### src/rtl/dff_share_arb.sv
// -----------------------------------------------------------------------------
// dff_share_arb
//
// Round-robin arbiter that owns a single shared DW-bit register. Each clock
// edge with at least one request, one client is picked, its write-data lane
// is captured into the shared register, and a one-hot grant is returned for
// the following cycle.
//
// Optional feature macro: RR_LOCK_EN
//   When defined, the current owner can keep ownership by holding lock for up
//   to LOCK_MAX consecutive grants before round-robin is forced again.
//
// Ports:
//   clk      - rising-edge clock
//   rstn     - asynchronous reset, active low
//   req      - per-client request
//   lock     - per-client ownership hold request (RR_LOCK_EN builds only)
//   wdata    - packed write data, client i uses [i*DW +: DW]
//   gnt      - registered one-hot grant, zero when idle
//   owner    - index of the last granted client
//   q        - shared register contents
//   q_valid  - set by the first write, cleared only by reset
// -----------------------------------------------------------------------------
module dff_share_arb #(
    parameter int NREQ     = 4,
    parameter int DW       = 8,
    parameter int LOCK_MAX = 8
) (
    input  logic                     clk,
    input  logic                     rstn,
    input  logic [NREQ-1:0]          req,
    input  logic [NREQ-1:0]          lock,
    input  logic [NREQ*DW-1:0]       wdata,
    output logic [NREQ-1:0]          gnt,
    output logic [$clog2(NREQ)-1:0]  owner,
    output logic [DW-1:0]            q,
    output logic                     q_valid
);

    localparam int PW = $clog2(NREQ);

`ifdef RR_LOCK_EN
    localparam int CW = $clog2(LOCK_MAX) + 1;
    typedef enum logic [1:0] {IDLE, GRANT, LOCKED} state_t;
`else
    typedef enum logic {IDLE, GRANT} state_t;
`endif

    state_t          state;
    state_t          next_state;
    logic [PW-1:0]   ptr;
    logic [PW-1:0]   next_ptr;
    logic [PW-1:0]   rr_win;
    logic            rr_found;
    logic [PW-1:0]   win;
    logic            hold_lock;
    logic            any_req;

    assign any_req = |req;

    // Search from ptr upward with wraparound; the first requesting client wins.
    always_comb begin
        rr_win   = '0;
        rr_found = 1'b0;
        for (int k = 0; k < NREQ; k++) begin
            if (!rr_found && req[(int'(ptr) + k) % NREQ]) begin
                rr_found = 1'b1;
                rr_win   = PW'((int'(ptr) + k) % NREQ);
            end
        end
    end

`ifdef RR_LOCK_EN
    logic [CW-1:0] lock_cnt;

    // The owner keeps the register only if it was granted on the previous
    // edge, still requests and locks, and has not used up its lock budget.
    assign hold_lock = (state != IDLE) && req[owner] && lock[owner] &&
                       (lock_cnt != CW'(LOCK_MAX - 1));

    // Counts consecutive locked grants; any unlocked grant or idle edge clears it.
    always_ff @(posedge clk or negedge rstn) begin
        if (!rstn) begin
            lock_cnt <= '0;
        end else if (any_req && hold_lock) begin
            lock_cnt <= lock_cnt + CW'(1);
        end else begin
            lock_cnt <= '0;
        end
    end
`else
    logic unused_lock;

    // Without locking, neither the lock input nor the FSM state has a reader.
    assign hold_lock   = 1'b0;
    assign unused_lock = ^{lock, state};
`endif

    // Pick the winner, the pointer that follows it and the next FSM state.
    // A locked grant keeps ptr where it is so round-robin resumes correctly.
    always_comb begin
        win        = hold_lock ? owner : rr_win;
        next_ptr   = ptr;
        next_state = IDLE;
        if (any_req) begin
            if (!hold_lock) begin
                next_ptr = (win == PW'(NREQ - 1)) ? '0 : win + PW'(1);
            end
`ifdef RR_LOCK_EN
            next_state = hold_lock ? LOCKED : GRANT;
`else
            next_state = GRANT;
`endif
        end
    end

    // FSM state register.
    always_ff @(posedge clk or negedge rstn) begin
        if (!rstn) begin
            state <= IDLE;
        end else begin
            state <= next_state;
        end
    end

    // Shared register, grant, owner and pointer update.
    always_ff @(posedge clk or negedge rstn) begin
        if (!rstn) begin
            gnt     <= '0;
            owner   <= '0;
            q       <= '0;
            q_valid <= 1'b0;
            ptr     <= '0;
        end else if (any_req) begin
            gnt     <= NREQ'(1) << win;
            owner   <= win;
            q       <= wdata[win*DW +: DW];
            q_valid <= 1'b1;
            ptr     <= next_ptr;
        end else begin
            gnt     <= '0;
        end
    end

endmodule

### config.mk
export PLATFORM = sky130hd
export DESIGN_NAME = dff_share_arb
export DESIGN_NICKNAME = d
export VERILOG_FILES = /design/src/rtl/dff_share_arb.sv
export SDC_FILE = /design/constraint.sdc
export NUM_CORES = 1
export LEC_CHECK = 0
export CELL_PAD_IN_SITES_DETAIL_PLACEMENT = 0
export CELL_PAD_IN_SITES_GLOBAL_PLACEMENT = 1
export CORE_MARGIN = 8
export CORE_UTILIZATION = 25
export CTS_CLUSTER_DIAMETER = 50
export DETAILED_ROUTE_END_ITERATION = 7
export GPL_ROUTABILITY_DRIVEN = 0
export GPL_TIMING_DRIVEN = 0
export PLACE_DENSITY_LB_ADDON = 0.1
export SETUP_SLACK_MARGIN = 0.05
export SYNTH_ARGS = -nofsm -noshare
export SYNTH_HDL_FRONTEND = slang
export SYNTH_SLANG_ARGS = --single-unit
### constraint.sdc
create_clock -name clk -period 1.95 [get_ports clk]
set_input_delay 0.2925 -clock clk [delete_from_list [all_inputs] [get_ports clk]]
set_output_delay 0.2925 -clock clk [all_outputs]
set_load 0.02 [all_outputs]
# == Yosys cells after proc, flatten, opt, wreduce, memory -nomap -nowiden ==
# Index checks and enable logic that the tools add are counted.
# op_classes
addsub,4
order_cmp,4
eq_ne,1
shifts,2
mux,20
bitwise_logic,3
reduce_logical,10
# op_table
cell,n
32-bit by 6-bit indexed part select with 8-bit output,1
3-bit by 4-bit < comparator with 1-bit output (second input constant),3
1-bit two-way mux,10
2-bit two-way mux,5
1-bit binary-select mux with 2-bit select,4
2-bit OR reduction,3
2-bit by 1-bit adder with 2-bit output (second input constant),2
2-bit adder (second input constant),2
4-bit two-way mux,1
4-bit OR reduction,1
1-bit by 2-bit << shifter with 4-bit output (first input constant),1
1-bit AND (first input constant),3
1-bit logical AND,3
1-bit zero test,3
2-bit by 3-bit < comparator with 1-bit output (second input constant),1
2-bit == test (second input constant),1
# totals
register_bits,17
inputBits,42
wordCells,49

# == Depth between registers and ports, before layout ==
# Gate-level depths: netlist (run 1).
# depth
ltp_word,16
ltp_mapped,7
ltp_nobuf,5

# == Least setup slack after synthesis (run 1) ==
# No wires, ideal clock.
# synth_path
kind,reg2reg
from,register ptr[1]
to,register q[5]
setup_time_ps,126
arrival_ps,1550
required_time_ps,1824
slack_ps,274
stages_incl_launch_ff,6
period_less_slack_ps,1676
path_cell_list,dfrtp_1 > nand2_1 > a311o_1 > and2_4 > mux2_4 > a221o_1
# synth_via
elab_chain_len,13
word_cells_on_any_way,28
classes_between,add/sub: 3; shift: 1; mux: 18; reduce/logical: 6
# synth_lines
element,line_no,rtl
from (decl),51,logic [PW-1:0] ptr;
from (signal assigned),139,ptr <= next_ptr;
2-bit by 1-bit adder with 2-bit output or 1-bit binary-select mux with 2-bit select (tied branches),"66, 68",
1-bit binary-select mux with 2-bit select or 1-bit two-way mux (tied branches),66,if (!rr_found && req[(int'(ptr) + k) % NREQ]) begin
1-bit two-way mux (not written as such),66,
1-bit two-way mux (not written as such) or 1-bit zero test (tied branches),66,
1-bit logical AND,66,
1-bit two-way mux,66,
1-bit zero test,66,
1-bit logical AND,66,
1-bit two-way mux,66,
1-bit zero test,66,
1-bit logical AND,66,
2-bit two-way mux (*),66,
32-bit by 6-bit indexed part select with 8-bit output (*),137,q <= wdata[win*DW +: DW];
to (signal assigned),137,
to (decl),36,"output logic [DW-1:0] q,"
# Every way passes the cells marked *; elsewhere a longest branch is shown, timed or not. The select of a mux whose other input is x is not followed.
# A chain may end at the register's enable or synchronous reset.

# == Final worst setup path (run 1) ==
# layout_path
from,register ptr[1]
to,register q[7]
# The elaborated chain is that of the path after synthesis.

==> run metrics, run 1 <==
status completed; Die X 75.7 um; post-DP HPWL 2.16 mm; min cycle time layout 1.79 ns; Area Overhead vs Synth 69.2%; RSZ-0062 raised after global routing no; final hold viol count 0; number of distinct library cells after synthesis 22; Cells after Synth 82; worst min path class primary input to flip-flop; slew margin rel. 48.2%; cell count after placement 180; via count 827; Vias/cell 4.47; Worst Path Required 2.10 ns; met2 GRT Util 17.4%; final setup fails 0; Syn Area/Cell 10.9 um2; utilization after layout 44.5%; port bufs 52; number of enable flip-flop cells after synthesis 0; htree depth 1; most frequent cells in the layout clkdlybuf4s50_1 (49), dfrtp_1 (17), mux2i_1 (14); drt wl/cell 14.5 um; die extent in y 75.7 um; Slew Viols, Final 0; VDD IR max 0.418 mV; CTS tree done; worst setup path class flip-flop to flip-flop; area leader, netlist dfrtp_1; Syn Nets 124; initial antenna violation count 0; CTS buffer count 3; final critical-path share of the clock period 91.8%; Worst Setup Start Kind flip-flop; Detailed Route WL 2.69 mm; pwr dens 1180 nW/um2; Post-synth top flop dfrtp_1; vias in the first global route 968; first-pass GRT wire length 4.42 mm; Worst EP arrival 1.94 ns; clock latency on the worst-skew pair 0.29 ns; cells taking the most area after synthesis dfrtp_1 (48%), mux2i_1 (16%), o221ai_1 (6.9%), nand2_1 (5.1%), a21o_1 (2.5%); post-synthesis async set-or-reset flop share 100%; Fin Setup TNS 0 ns; Post-route DRC 0; io pins 57; routing usage on met1 10.9%; setup slack, reg-to-reg 0.16 ns; Reg clk slew, reported paths 0.10 ns; TritonRoute pass-1 iters 4; Antenna diodes 0; CP Max Fanout 10; maximum capacitance violations 0; #FFs+latches synth 17; Pleak 0.660 nW; most common cell after layout, fill and taps aside clkdlybuf4s50_1; all-layer global routing usage 9.98%; Top Usage Layer GRT met2; post-route ant nets 0; warnings from Yosys 0; clk buf depth 2; TritonCTS Sinks 17; CTS hold repair buffers 0; GRT overflow 0; Final Non-Filler Cells 185; largest net degree at the start of global routing 18; core area 3390 um2; Tightest Pin Transition 0.775 ns; die area 5730 um2; Layout Skew 0.00381 ns; mapped cell area 891 um2; CP Capture Type flip-flop; Initial Util 26.3%; layout cell share with drive strength beyond 1 8.63%; Root Driver clkbuf_4; Rows 21; nets 182; Synth top area share 47.8%; post-synthesis sequential area ratio 47.8%; met3 Usage GRT 5.26%; Initial DRC Count 42; Fmax achieved 0.558 GHz
power by group:
group	switching, mW	leakage [nW]	internal (mW)
Clock	0.108	0.0177	0.0762
Sequential	0.0825	0.203	0.502
Combinational	0.485	0.439	0.528
sequential cells by signal (all words and copies together) (netlist names):
register and count:
gnt 4, q 8, owner 2, ptr 2
q_valid 1
routing by layer:
layer  share of wire, %  vias up  wire length, um
met4                  0        0                0
met3                 10        0              277
met1                 41      381             1110
li1                   -      412                -
met5                  0        -                0
met2                 48       34             1300
critical path, cell delays in order, from the launching register on:
cell	delay, ns
dfrtp_1	0.42
nand2_1	0.07
a311o_1	0.35
and2_4	0.18
buf_6	0.15
buf_6	0.15
mux2i_1	0.17
o221ai_1	0.14
Yosys cell counts, drive strengths merged, types with 2 or more instances:
| master | n |
|---|---|
| a21o | 3 |
| a21oi | 2 |
| dfrtp | 17 |
| and2 | 3 |
| clkbuf | 2 |
| mux2i | 14 |
| o221ai | 7 |
| nand2b | 3 |
| inv | 2 |
| a211o | 2 |
| buf | 2 |
| nand2 | 12 |
| nor2 | 4 |
| nor2b | 2 |
cells by family after synthesis:
| logic type | synth area share, % |
|---|---|
| flops | 47.8 |
| buf+inv | 4.21 |
| mux | 17.4 |
| compound gates | 16.7 |
| simple gates | 13.9 |
final cells by class:
class                      instances  area [um2]
fill                             339        1880
timing repair buffer              53         528
multi-input combinational         59         430
sequential                        17         425
tap                               46        57.6
buffer                             4        31.3
clock buffer                       3        22.5
inverter                           2        7.51
clock inverter                     1        5.00
final timing paths:
path | start | end | cells past startpoint
min in group asynchronous | rstn | owner[1]$_DFFE_PN0N_ | 1
max in group asynchronous | rstn | q[3]$_DFFE_PN0N_ | 1
min | req[1] | q_valid$_DFFE_PN0N_ | 3
min reg2reg | q_valid$_DFFE_PN0N_ | q_valid$_DFFE_PN0N_ | 1
max reg2reg | ptr[1]$_DFFE_PN0N_ | q[7]$_DFFE_PN0N_ | 7
max | ptr[1]$_DFFE_PN0N_ | q[7]$_DFFE_PN0N_ | 7
metrics by stage:
| step | worst slack (ns) | area [um2] | hold slack [ns] | total power [mW] |
|---|---|---|---|---|
| final | 0.159 | 1510 | 0.355 | 1.78 |
| after global routing | 0.0538 | 1510 | 0.389 | 1.91 |
| after CTS | 0.0584 | 1500 | 0.474 | 1.81 |
| after detailed placement | -0.344 | 1470 | 0.456 | 1.61 |
| after global placement | -0.316 | 1470 | 0.449 | 1.61 |
| after floorplan | 0.274 | 891 | -0.00309 | 1.15 |
what timing repair did:
action / CTS / global route
setup buffers: 0 / 1
gates cloned: 0 / 0
resized for setup: 3 / 3
pin swaps: 0 / 1
setup endpoints to repair: 8 / 8
Note: power is estimated with default switching activity, not from simulation.
==> run 2, diff against run 1 <==
Settings changed: PLACE_DENSITY from default to 0.89, PLACE_DENSITY_LB_ADDON 0.1 to default.
==> run 2 against run 1 <==
Against the previous run: global-route usage up 1.0 points; critical path depth unchanged; die area unchanged; hold slack better by 0.017 ns; clock-buffer cell count unchanged; critical path type unchanged; largest power group unchanged; highest routed layer is now met4.
==> run metrics, run 2 (same netlist as run 1, synthesis figures left out) <==
status completed; die extent in y 75.7 um; final hold viol count 0; layout cell share with drive strength beyond 1 9.29%; first-pass GRT wire length 4.74 mm; CTS buffer count 3; Rows 21; Worst EP arrival 1.97 ns; clk buf depth 2; Initial DRC Count 64; FF/Latch Area 425 um2; htree depth 1; io pins 57; Fmax achieved 0.551 GHz; most common cell after layout, fill and taps aside clkdlybuf4s50_1; # fillers 335; worst setup path class flip-flop to flip-flop; DP Area 1470 um2; Area Overhead vs Synth 70.4%; CP Buf/Inv Count 2; GRT overflow 0; VDD IR max 0.311 mV; nets 183; Worst Path Required 2.11 ns; Setup WS pre-CTS -0.337 ns; CP delay by family, top compound AO/OA/AOI/OAI gates; Antenna diodes 0; pwr dens 1210 nW/um2; Slew Viols, Final 0; worst-path cell chain nand2_1 > a311o_1 > and2_4 > buf_6 > buf_6 > mux2i_1 > o221ai_1; CTS tree done; Worst Setup Start Kind flip-flop; Final WS setup 0.135 ns; TritonCTS Sinks 17; Die X 75.7 um; Initial Util 26.3%; Reg clk slew, reported paths 0.11 ns; die area 5730 um2; area of the multi-input gates 430 um2; maximum capacitance violations 0; port bufs 52; CP Max Fanout 10; via count 882; CP most frequent cell buf_6; clock latency on the worst-skew pair 0.29 ns; Root Driver clkbuf_4; Pleak 0.661 nW; final critical-path share of the clock period 93.1%; initial antenna violation count 0; post-DP HPWL 2.43 mm; vias in the first global route 968; core area 3390 um2; RSZ-0062 raised after global routing no; final setup fails 0; Vias/cell 4.74; Post-route DRC 0; Layout Skew 0.000988 ns; slew margin rel. 45.3%; Final Total Pwr 1.83 mW; min cycle time layout 1.81 ns; max incr delay on CP 0.41 ns; max reg flops 8; largest net degree at the start of global routing 18; TritonRoute pass-1 iters 4; critical path's slowest cell dfrtp_1; Fin Setup TNS 0 ns; Hold Slack 0.372 ns; Detailed Route WL 3.08 mm; all-layer global routing usage 11.0%; post-route cell area 1520 um2; Regs by FF count q x8, gnt x4; worst min path class primary input to flip-flop; drt wl/cell 16.5 um; post-route ant nets 0; Reg with most FFs q; CP Capture Type flip-flop; Tightest Pin Transition 0.818 ns; most frequent cells in the layout clkdlybuf4s50_1 (49), dfrtp_1 (17), mux2i_1 (14)
==> run 2: cell types whose count changed in the layout (fill, tap and decap cells not counted) <==
| cell | before | now |
|---|---|---|
| clkinv_2 | 1 | 0 |
| clkinvlp_4 | 0 | 1 |
| buf_4 | 1 | 2 |
==> run 2: what timing repair did <==
action / in CTS / in global routing
gates resized for setup: 3 / 3
hold buffers: 0 / 0
endpoints found under the setup margin: 7 / 6
setup buffers: 0 / 2
==> run 2: final cells by class <==
class / instances / area share (%)
repair buffers: 54 / 35.3
clock buffers: 3 / 1.48
clock inverters: 1 / 0.495
flip-flops and latches: 17 / 28.0
plain buffers: 4 / 2.06
well taps: 46 / 3.79
multi-input cells: 59 / 28.4
inverters: 2 / 0.495
==> run 2: tightest hold or removal path: stages <==
cell and delay (ns):
dlymetal6s2s_1 0.15, nor4_1 0.11, nand2b_1 0.08
==> run 2: metal layers <==
metal	part of all wire (%)	track usage, %	vias to the layer above
li1	-	-	413
met1	42	13.0	431
met2	50	18.8	34
met3	6.4	2.89	4
met4	1.0	3.84	0
met5	0	0	-
==> run 2: final timing paths <==
| path | from | endpoint | slack, ns | depth (start not counted) |
|---|---|---|---|---|
| worst max-delay path | ptr[1]$_DFFE_PN0N_ | q[0]$_DFFE_PN0N_ | 0.14 | 7 |
| worst min-delay path | req[1] | q_valid$_DFFE_PN0N_ | 0.37 | 3 |
| worst max register to register | ptr[1]$_DFFE_PN0N_ | q[0]$_DFFE_PN0N_ | 0.14 | 7 |
| worst min register to register | q_valid$_DFFE_PN0N_ | q_valid$_DFFE_PN0N_ | 0.50 | 1 |
| max in group asynchronous | rstn | q[2]$_DFFE_PN0N_ | 0.98 | 1 |
| min in group asynchronous | rstn | gnt[2]$_DFF_PN0_ | 0.46 | 1 |
==> run 2: where the power goes <==
| group | internal [mW] | switching [mW] | total (mW) |
|---|---|---|---|
| combinational | 0.540 | 0.508 | 1.05 |
| sequential | 0.502 | 0.0839 | 0.586 |
| clock | 0.0779 | 0.119 | 0.197 |
| total | 1.12 | 0.710 | 1.83 |
==> run 2: stage by stage <==
stage	std cells	util, %
2_1_floorplan	82	-
3_3_place_gp	180	43.3
3_5_place_dp	180	43.3
4_1_cts	184	44.2
5_1_grt	186	44.8
6_report	186	44.8
==> run 3, diff against run 2 <==
Settings changed: ABC_AREA from default to 1, CORE_UTILIZATION 25 to 27, PLACE_DENSITY 0.89 to 0.91.
==> run 3 against run 2 <==
Against the previous run: die area rose by 22%; clock skew rose by 0.0028 ns; fmax fell by 5.8%; non-clock buffer count rose by 11; register-to-register slack got worse by 0.11 ns; sequential power rose by 9.6%; critical path type unchanged; largest cell class is now multi-input combinational cells.
==> run metrics, run 3 <==
status completed; core area 4380 um2; #FFs+latches synth 17; nets 302; final critical-path share of the clock period 98.8%; post-synthesis async set-or-reset flop share 100%; Tightest Pin Transition 0.742 ns; final hold viol count 0; die extent in y 83.5 um; Worst EP arrival 2.07 ns; TritonRoute pass-1 iters 4; Fmax achieved 0.519 GHz; Antenna diodes 0; Worst Setup Start Kind flip-flop; port bufs 52; TritonCTS Sinks 17; Initial Util 28.1%; RSZ-0062 raised after global routing yes; reg2reg start ptr[0]$_DFFE_PN0N_; Initial DRC Count 72; mapped cell area 1230 um2; all-layer global routing usage 10.7%; worst setup path startpoint ptr[0]$_DFFE_PN0N_; CP Capture Type flip-flop; number of enable flip-flop cells after synthesis 0; cells taking the most area after synthesis nand2_1 (36%), dfrtp_1 (35%), nand3_1 (8.5%), buf_4 (2.4%), inv_1 (2.4%); worst setup path class flip-flop to flip-flop; final setup fails 0; post-route ant nets 0; Regs by FF count q x8, gnt x4; Post-route DRC 0; first-pass GRT wire length 6.33 mm; Reg with most FFs q; Syn Nets 236; VDD IR max 1.13 mV; post-synthesis sequential area ratio 34.6%; Die X 83.5 um; Worst Path Required 2.09 ns; clock latency on the worst-skew pair 0.25 ns; worst min path class flip-flop to flip-flop; Pleak 1.08 nW; cell count after placement 298; warnings from Yosys 0; pwr dens 2120 nW/um2; io pins 57; min cycle time layout 1.93 ns; CTS buffer count 3; Final Total Pwr 4.49 mW; initial antenna violation count 0; drt wl/cell 12.7 um; GRT overflow 0; via count 1,398; largest net degree at the start of global routing 18; Cells after Synth 194; clk buf depth 2; max reg flops 8; Root Driver clkbuf_8; Syn Area/Cell 6.34 um2; CTS tree done; top post-synthesis cells by count nand2_1 (117), nand3_1 (21), dfrtp_1 (17); utilization after layout 48.3%; slew margin rel. 50.4%; most frequent cell after synthesis nand2_1; Rows 24; CP Max Fanout 6; most frequent cells in the layout nand2_1 (83), clkdlybuf4s50_1 (50), nand2_2 (33); vias in the first global route 1,377; maximum capacitance violations 0; min-delay src q_valid$_DFFE_PN0N_; area leader, netlist nand2_1; layout cell share with drive strength beyond 1 27.8%; Final Non-Filler Cells 311; Area Overhead vs Synth 72.3%; Synth top area share 35.7%; Vias/cell 4.50; CTS hold repair buffers 0; Slew Viols, Final 0; die area 6970 um2; Layout Skew 0.00382 ns; Post-synth top flop dfrtp_1; Fin Setup TNS 0 ns; Detailed Route WL 3.94 mm; number of distinct library cells after synthesis 23; htree depth 1; most common cell after layout, fill and taps aside nand2_1; # fillers 463; Reg clk slew, reported paths 0.06 ns; post-DP HPWL 2.93 mm
[run 3: cell count changes in the layout (fill, tap and decap cells not counted), moves of 4 or more]
cell,previous run,this run
buf_6,2,7
o221ai_1,7,0
nand2_2,0,33
nand2_1,12,83
nand2_4,0,6
inv_1,2,7
nand3_1,1,19
mux2i_1,14,0
buf_4,2,6
[run 3: worst paths after layout]
path                                       endpoint  slack, ns  cells after the start
worst max-delay path               q[1]$_DFFE_PN0N_       0.02                     14
worst min-delay path            q_valid$_DFFE_PN0N_       0.46                      1
worst max register to register     q[1]$_DFFE_PN0N_       0.02                     14
worst min register to register  q_valid$_DFFE_PN0N_       0.46                      1
max in group asynchronous        ptr[1]$_DFFE_PN0N_       0.95                      1
min in group asynchronous       q_valid$_DFFE_PN0N_       0.48                      1
[run 3: through the flow]
stage | worst slack (ns) | cell area, um2 | hold slack (ns)
5_1_grt | -0.0921 | 2120 | 0.499
6_report | 0.0228 | 2120 | 0.463
3_5_place_dp | -0.295 | 1820 | 0.451
4_1_cts | 0.0541 | 1890 | 0.468
3_3_place_gp | -0.323 | 1820 | 0.449
2_1_floorplan | 0.256 | 1230 | -0.00309
[run 3: cell type report]
| class | instances | area (um2) | share of cell area (%) |
|---|---|---|---|
| Multi-Input combinational cell | 156 | 832 | 39.3 |
| Sequential cell | 17 | 427 | 20.1 |
| Inverter | 13 | 57.6 | 2.72 |
| Buffer | 8 | 82.6 | 3.90 |
| Timing Repair Buffer | 61 | 611 | 28.8 |
| Tap cell | 52 | 65.1 | 3.07 |
| Clock buffer | 4 | 45.0 | 2.13 |
[run 3: cells by family (layout without fill, tap and decap cells)]
kind of cell / Yosys count / count (layout) / share of synthesized area (%)
DFF: 17 / 17 / 34.6
buffers and inverters: 21 / 86 / 8.95
AOI/OAI and AO/OA: 3 / 3 / 1.63
and+or+nand+nor: 153 / 153 / 54.8
[run 3: metal layers]
metal	vias up	track usage, %	share of wire (%)
li1	733	-	-
met1	633	13.7	45
met2	30	16.7	49
met3	2	2.54	5.2
met4	0	4.24	0.53
met5	-	0	0
[run 3: what timing repair did]
action | 4_1_cts | 5_1_grt
setup buffers | 1 | 5
endpoints found under the setup margin | 9 | 15
pin swaps | 1 | 25
cloned | 0 | 3
resized for setup | 4 | 60
[run 3: power breakdown]
part | internal [mW] | switching [mW]
registers | 0.546 | 0.0964
logic | 1.51 | 2.08
clock network | 0.145 | 0.112
[run 3: worst max-delay path, stage by stage (launching register included)]
cell	delay, ns
dfrtp_1	0.42
buf_6	0.16
nand2_2	0.06
nand2_2	0.06
nand2_2	0.09
nand2_4	0.09
nor2_8	0.17
nand4_4	0.18
buf_2	0.21
nand3_1	0.09
nand2_1	0.05
nand2_1	0.05
nand2_1	0.06
nand2_1	0.07
nand2_1	0.06
